===== src/rtl/dmem_port_arbiter.sv =====
// -----------------------------------------------------------------------------
// dmem_port_arbiter
//   Shares the single-port data memory between the core load/store path and a
//   debug/loader port. One requester is granted per cycle using round-robin
//   arbitration with bursts bounded to MAX_BURST consecutive grants while the
//   other side waits. 1-cycle-latency read data is routed back to the port
//   that issued the read.
//
// Parameters
//   DATA_WIDTH       width of write/read data
//   DMEM_ADDR_WIDTH  word address width into data memory
//   MAX_BURST        max consecutive grants to one requester while other waits
//
// Ports
//   clk, rst_n                       clock / asynchronous active-low reset
//   core_req/we/addr/wdata  (in)     core request
//   core_gnt/rvalid/rdata   (out)    core grant (comb.) and load response
//   dbg_req/we/addr/wdata   (in)     debug request
//   dbg_gnt/rvalid/rdata    (out)    debug grant (comb.) and load response
//   mem_read_en/write_en/addr/write_data (out)  data memory request
//   mem_read_data           (in)     data memory read data, 1 cycle latency
//
// Optional feature
//   DMEM_ARB_STATS_EN: adds core_wait_cnt / dbg_wait_cnt (16b saturating
//   counts of requested-but-not-granted cycles).
// -----------------------------------------------------------------------------
module dmem_port_arbiter #(
    parameter int unsigned DATA_WIDTH      = 32,
    parameter int unsigned DMEM_ADDR_WIDTH = 10,
    parameter int unsigned MAX_BURST       = 4
) (
    input  logic                       clk,
    input  logic                       rst_n,
    input  logic                       core_req,
    input  logic                       core_we,
    input  logic [DMEM_ADDR_WIDTH-1:0] core_addr,
    input  logic [DATA_WIDTH-1:0]      core_wdata,
    output logic                       core_gnt,
    output logic                       core_rvalid,
    output logic [DATA_WIDTH-1:0]      core_rdata,
    input  logic                       dbg_req,
    input  logic                       dbg_we,
    input  logic [DMEM_ADDR_WIDTH-1:0] dbg_addr,
    input  logic [DATA_WIDTH-1:0]      dbg_wdata,
    output logic                       dbg_gnt,
    output logic                       dbg_rvalid,
    output logic [DATA_WIDTH-1:0]      dbg_rdata,
    output logic                       mem_read_en,
    output logic                       mem_write_en,
    output logic [DMEM_ADDR_WIDTH-1:0] mem_addr,
    output logic [DATA_WIDTH-1:0]      mem_write_data,
    input  logic [DATA_WIDTH-1:0]      mem_read_data
`ifdef DMEM_ARB_STATS_EN
    ,
    output logic [15:0]                core_wait_cnt,
    output logic [15:0]                dbg_wait_cnt
`endif
);

    localparam int unsigned     CNT_W   = $clog2(MAX_BURST + 1);
    localparam logic [CNT_W-1:0] CNT_MAX = CNT_W'(MAX_BURST);
    localparam logic [CNT_W-1:0] CNT_ONE = CNT_W'(1);

    typedef enum logic [1:0] {
        IDLE       = 2'd0,
        CORE_BURST = 2'd1,
        DBG_BURST  = 2'd2
    } state_t;

    typedef enum logic {
        SEL_CORE = 1'b0,
        SEL_DBG  = 1'b1
    } sel_t;

    state_t           r_state;
    state_t           w_state_nxt;
    logic [CNT_W-1:0] r_burst_cnt;
    logic [CNT_W-1:0] w_burst_cnt_nxt;
    sel_t             r_last_winner;
    logic             r_rd_pend;
    sel_t             r_rd_owner;

    logic             w_win_valid;
    sel_t             w_win;
    logic             w_win_we;

    // Arbitration: burst owner keeps the port while under the cap, otherwise
    // plain round-robin. Gated by rst_n so nothing is granted during reset.
    always_comb begin
        w_win_valid = 1'b0;
        w_win       = SEL_CORE;
        if (!rst_n) begin
            w_win_valid = 1'b0;
        end else if (r_state == CORE_BURST && core_req && r_burst_cnt < CNT_MAX) begin
            w_win_valid = 1'b1;
            w_win       = SEL_CORE;
        end else if (r_state == DBG_BURST && dbg_req && r_burst_cnt < CNT_MAX) begin
            w_win_valid = 1'b1;
            w_win       = SEL_DBG;
        end else if (core_req && dbg_req) begin
            w_win_valid = 1'b1;
            w_win       = (r_last_winner == SEL_CORE) ? SEL_DBG : SEL_CORE;
        end else if (core_req) begin
            w_win_valid = 1'b1;
            w_win       = SEL_CORE;
        end else if (dbg_req) begin
            w_win_valid = 1'b1;
            w_win       = SEL_DBG;
        end
    end

    // State register
    always_ff @(posedge clk or negedge rst_n) begin
        if (!rst_n) begin
            r_state       <= IDLE;
            r_burst_cnt   <= '0;
            r_last_winner <= SEL_DBG;
            r_rd_pend     <= 1'b0;
            r_rd_owner    <= SEL_CORE;
        end else begin
            r_state     <= w_state_nxt;
            r_burst_cnt <= w_burst_cnt_nxt;
            if (w_win_valid) begin
                r_last_winner <= w_win;
            end
            r_rd_pend  <= mem_read_en;
            r_rd_owner <= w_win;
        end
    end

    // Next-state: continuing owner counts up (saturating), a new owner
    // starts a fresh burst, no grant returns to IDLE.
    always_comb begin
        w_state_nxt     = IDLE;
        w_burst_cnt_nxt = '0;
        if (w_win_valid) begin
            if ((w_win == SEL_CORE && r_state == CORE_BURST) ||
                (w_win == SEL_DBG  && r_state == DBG_BURST)) begin
                w_state_nxt     = r_state;
                w_burst_cnt_nxt = (r_burst_cnt == CNT_MAX) ? CNT_MAX : r_burst_cnt + CNT_ONE;
            end else begin
                w_state_nxt     = (w_win == SEL_CORE) ? CORE_BURST : DBG_BURST;
                w_burst_cnt_nxt = CNT_ONE;
            end
        end
    end

    // Outputs: grants, memory mux, read-return routing
    always_comb begin
        core_gnt       = w_win_valid && (w_win == SEL_CORE);
        dbg_gnt        = w_win_valid && (w_win == SEL_DBG);
        w_win_we       = 1'b0;
        mem_addr       = '0;
        mem_write_data = '0;
        if (core_gnt) begin
            w_win_we       = core_we;
            mem_addr       = core_addr;
            mem_write_data = core_wdata;
        end else if (dbg_gnt) begin
            w_win_we       = dbg_we;
            mem_addr       = dbg_addr;
            mem_write_data = dbg_wdata;
        end
        mem_write_en = w_win_valid & w_win_we;
        mem_read_en  = w_win_valid & ~w_win_we;

        core_rvalid = r_rd_pend && (r_rd_owner == SEL_CORE);
        dbg_rvalid  = r_rd_pend && (r_rd_owner == SEL_DBG);
        core_rdata  = core_rvalid ? mem_read_data : '0;
        dbg_rdata   = dbg_rvalid  ? mem_read_data : '0;
    end

`ifdef DMEM_ARB_STATS_EN
    always_ff @(posedge clk or negedge rst_n) begin
        if (!rst_n) begin
            core_wait_cnt <= '0;
            dbg_wait_cnt  <= '0;
        end else begin
            if (core_req && !core_gnt && core_wait_cnt != 16'hFFFF) begin
                core_wait_cnt <= core_wait_cnt + 16'd1;
            end
            if (dbg_req && !dbg_gnt && dbg_wait_cnt != 16'hFFFF) begin
                dbg_wait_cnt <= dbg_wait_cnt + 16'd1;
            end
        end
    end
`endif

endmodule

===== config.mk =====
export PLATFORM = sky130hd
export DESIGN_NAME = dmem_port_arbiter
export DESIGN_NICKNAME = d
export VERILOG_FILES = /design/src/rtl/dmem_port_arbiter.sv
export SDC_FILE = /design/constraint.sdc
export NUM_CORES = 1
export LEC_CHECK = 0
export BUFFER_PORTS_ARGS = -buffer_cell sky130_fd_sc_hd__clkbuf_2
export CAP_MARGIN = 0
export CORE_AREA = 2 2 90 92
export CTS_CLUSTER_DIAMETER = 50
export DETAILED_ROUTE_END_ITERATION = 8
export DIE_AREA = 0 0 92 94
export GPL_ROUTABILITY_DRIVEN = 1
export HOLD_SLACK_MARGIN = 0.05
export PLACE_DENSITY_LB_ADDON = 0.08
export SLEW_MARGIN = 20
export SYNTH_ARGS = -nofsm -noshare
export SYNTH_HDL_FRONTEND = slang
export SYNTH_SLANG_ARGS = --single-unit

===== constraint.sdc =====
create_clock -name clk -period 3.9 [get_ports clk]
set_input_delay 0.195 -clock clk [delete_from_list [all_inputs] [get_ports clk]]
set_output_delay 0.195 -clock clk [all_outputs]
set_load 0.02 [all_outputs]

==> impl_metrics.csv <==
group,metric,value,unit
status,status,"completed",
detailed_routing,wirelength,7520,µm
detailed_routing,remaining_drc_errors,0,
worst_setup_path,critPathCaptureType,"output port",
global_routing,grt_pass1_wl,11600,µm
placed_design,dp_hpwl,6020,µm
worst_setup_path,reg2reg_slack,1640,ps
placed_design,gp_congestion,0.772,
yosys,async_flop_share,100,%
yosys,synthDistinctLibCells,32,
timing,relSlewSlack,45.6,%
yosys,synth_top_family_by_area,"simple AND/OR/NAND/NOR gates",
global_routing,grt_pass1_vias,2389,
die,rows,32,
worst_hold_path,hp-class,"in -> reg",
die,die_x,92,µm
clock_network,tritoncts,"yes",
worst_setup_path,startpoint_type,"input pin",
clock_network,cts_max_level,1,
worst_setup_path,worst_r2r_path_depth,5,
die,coreArea,7610,µm²
worst_hold_path,holdPathStages,2,
yosys,synth_flop_cell,"dfrtp_1",
yosys,yosysWarnings,0,
detailed_routing,dr.pass1.iters,4,
clock_network,clock-root-buffer,"clkbuf_8",
power,p_per_area,189,nW/µm²
detailed_routing,num_vias,2623,
worst_setup_path,reg2reg_from,"r_burst_cnt[2]$_DFF_PN0_",
final_layout,drive_above_1_share,53.3,%
worst_setup_path,crit_type,"in -> out",
clock_network,post-cts-setup-buffers,0,
die,start_util,21.5,%
yosys,ys_ff_latch,8,
power,p_leak,1.74,nW
detailed_routing,via_per_inst,4.51,
timing,fin_crit,2860,ps
yosys,syn-num-nets,392,
die,io_pins,234,
yosys,yosysTopAreaCell,"and2_1",
yosys,synth_top_area_share,13.4,%
worst_hold_path,min_to,"r_rd_pend$_DFF_PN0_",
final_layout,final_nets,605,
die,die_h,94,µm
placed_design,port_buffers,233,
final_layout,areaGrowthSynthToFinish,75.7,%
yosys,yosysSeqAreaShare,12.3,%
worst_setup_path,cpMaxStageDelayCell,"and2_4",
detailed_routing,ant_nets,0,
yosys,synth-edff-count,0,
timing,rsz0062_at_grt,"false",
yosys,synth_area,1640,µm²
timing,fin_setup_tns,0,ps
global_routing,grt_usage,16.2,%
timing,setup_viol,0,
final_layout,register_area,201,µm²
worst_setup_path,timing.critical_path.mode_cell,"clkbuf_2",
clock_network,clk_latency,230,ps
clock_network,cts_buffers,3,
yosys,synth_compound_area_share,19.7,%
timing,max_freq,0.349,GHz
detailed_routing,wl_per_cell,12.9,µm
worst_setup_path,cp_cell_sequence,"dlygate4sd3_1, clkbuf_2, and3_2, buf_4, and2_4, o21ai_0, clkbuf_2",
clock_network,path_clk_slew,40,ps
timing,finalMaxSlewViolations,0,
yosys,muxShareOfSynthArea,1.84,%
global_routing,grt_overflow_total,0,
power,irDropWorstVdd,97.1,µV
timing,fin_worst_skew,4.73,ps
yosys,avgSynthCellArea,6.10,µm²
global_routing,grt_max_degree,51,
clock_network,clockBufferDepth,2,
worst_setup_path,cp_max_fo,50,
global_routing,antenna_found_initial,0,
yosys,synth-xor-area-share,0,%
worst_setup_path,critPathArrivalTime,2670,ps
worst_setup_path,slowest_delay,590,ps
final_layout,multi_input_area,1280,µm²
timing,worst_pin_slew,816,ps
worst_hold_path,min_from,"dbg_we",
power,total_power,0.543,mW
timing,finalHoldViolations,0,
yosys,synth_cells,268,
job,cap_violations,0,
final_layout,diodes,0,
die,dieArea,8650,µm²
yosys,synth-simple-area-share,54.9,%
final_layout,fillCellCount,870,
clock_network,cts_sinks,8,
timing,fin_crit_sh,73.4,%
worst_setup_path,worst_r2r_endpoint,"r_burst_cnt[2]$_DFF_PN0_",
worst_setup_path,crit_required,3700,ps
detailed_routing,drt_iter0_drc,52,
yosys,synthAdderAreaFrac,1.53,%
yosys,synthTopCellsByArea,"and2_1, nand3_1, and3_1, dfrtp_1, nand2_1",
## cell families after synthesis
| group | Yosys count |
|---|---|
| buffers and inverters | 32 |
| multiplexers | 2 |
| AND/OR/NAND/NOR | 171 |
| flip-flops | 8 |
| adder cells (fa/ha/maj) | 2 |
| AO/OA/AOI/OAI | 53 |
## layout make-up
class	count	area share, %
tap	102	4.44
clock buffer	4	1.57
multi-input combinational	228	44.7
inverter	2	0.261
sequential	8	7.01
timing repair buffer	238	42.0
## critical path, delay by kind of cell
| family | cells | cell delay, ps |
|---|---|---|
| buf+inv | 4 | 1380 |
| simple gates | 2 | 810 |
| compound gates | 1 | 240 |
## registers in the layout (all words and copies together) (netlist names)
register,count
r_last_winner,1
r_rd_owner,1
r_burst_cnt,3
r_state,2
r_rd_pend,1
## what timing repair did
action	CTS	global route
hold endpoints to repair	7	0
hold buffers	1	0
gates resized for setup	0	0
## Yosys cell counts, types with 2 or more instances
library cell,n
a21oi_1,3
and2_1,35
o21ai_0,24
nor2b_1,2
clkbuf_2,2
mux2_4,2
o21ai_1,9
clkbuf_1,17
dfrtp_1,7
o21ai_2,11
and3_1,33
buf_2,7
nand2b_1,2
buf_6,3
nor2_1,4
nand2_1,44
nor4_1,3
nand3_1,43
ha_1,2
nor3_1,2
inv_1,2
## per-stage QoR
step	area [µm²]	setup slack, ps	hold WS (ps)	std cells	utilization, %
2_1_floorplan	1640	1920	-101	268	-
3_3_place_gp	2820	1430	72.3	577	37.0
3_5_place_dp	2820	1420	68.9	577	37.0
4_1_cts	2870	969	211	582	37.8
5_1_grt	2870	795	228	582	37.8
6_report	2870	1040	217	582	37.8
## placed cells by master, fill, tap and decap left out
cell type	netlist	routed
a211oi_1	1	1
a21boi_0	1	1
a21o_1	1	1
a21oi_1	3	3
a22o_1	1	1
and2_1	35	35
and2_4	1	1
and2b_1	1	1
and3_1	33	32
and3_2	0	1
buf_4	1	4
clkbuf_1	17	1
clkbuf_2	2	233
clkbuf_8	0	3
dfrtp_1	7	7
dfstp_2	1	1
dlygate4sd3_1	0	1
ha_1	2	2
inv_1	2	2
mux2_4	2	2
nand2_1	44	44
nand2b_1	2	2
nand3_1	43	43
nor2_1	4	4
nor2b_1	2	2
nor3_1	2	2
nor3b_1	1	1
nor4_1	3	3
o211ai_1	1	1
o21a_1	1	1
o21ai_0	24	24
o21ai_1	9	9
o21ai_2	11	10
o21ai_4	0	1
## how the worst max path moves through the flow
stage                                         start                 to  slack, ps
final                                         rst_n  mem_write_data[5]       1040
after global routing                          rst_n  mem_write_data[5]        790
after CTS                                     rst_n  mem_write_data[5]        970
after detailed placement   r_burst_cnt[2]$_DFF_PN0_  mem_write_data[5]       1420
after global placement     r_burst_cnt[2]$_DFF_PN0_  mem_write_data[5]       1430
after floorplan           r_last_winner$_DFFE_PN1P_        mem_read_en       1920
## metal layers
| metal | up-vias | track usage (%) | share of wire (%) |
|---|---|---|---|
| met4 | 0 | 5.47 | 1.8 |
| met3 | 10 | 3.77 | 10 |
| li1 | 1345 | - | - |
| met2 | 148 | 30.6 | 52 |
| met5 | - | 0 | 0 |
| met1 | 1120 | 17.7 | 36 |
## power breakdown
part | total [mW] | internal [mW] | switching [mW] | leakage (nW)
combinational | 0.336 | 0.129 | 0.207 | 1.62
sequential | 0.105 | 0.0901 | 0.0147 | 0.103
clock | 0.103 | 0.0707 | 0.0318 | 0.0228
Power figures use the tool's default switching activity.
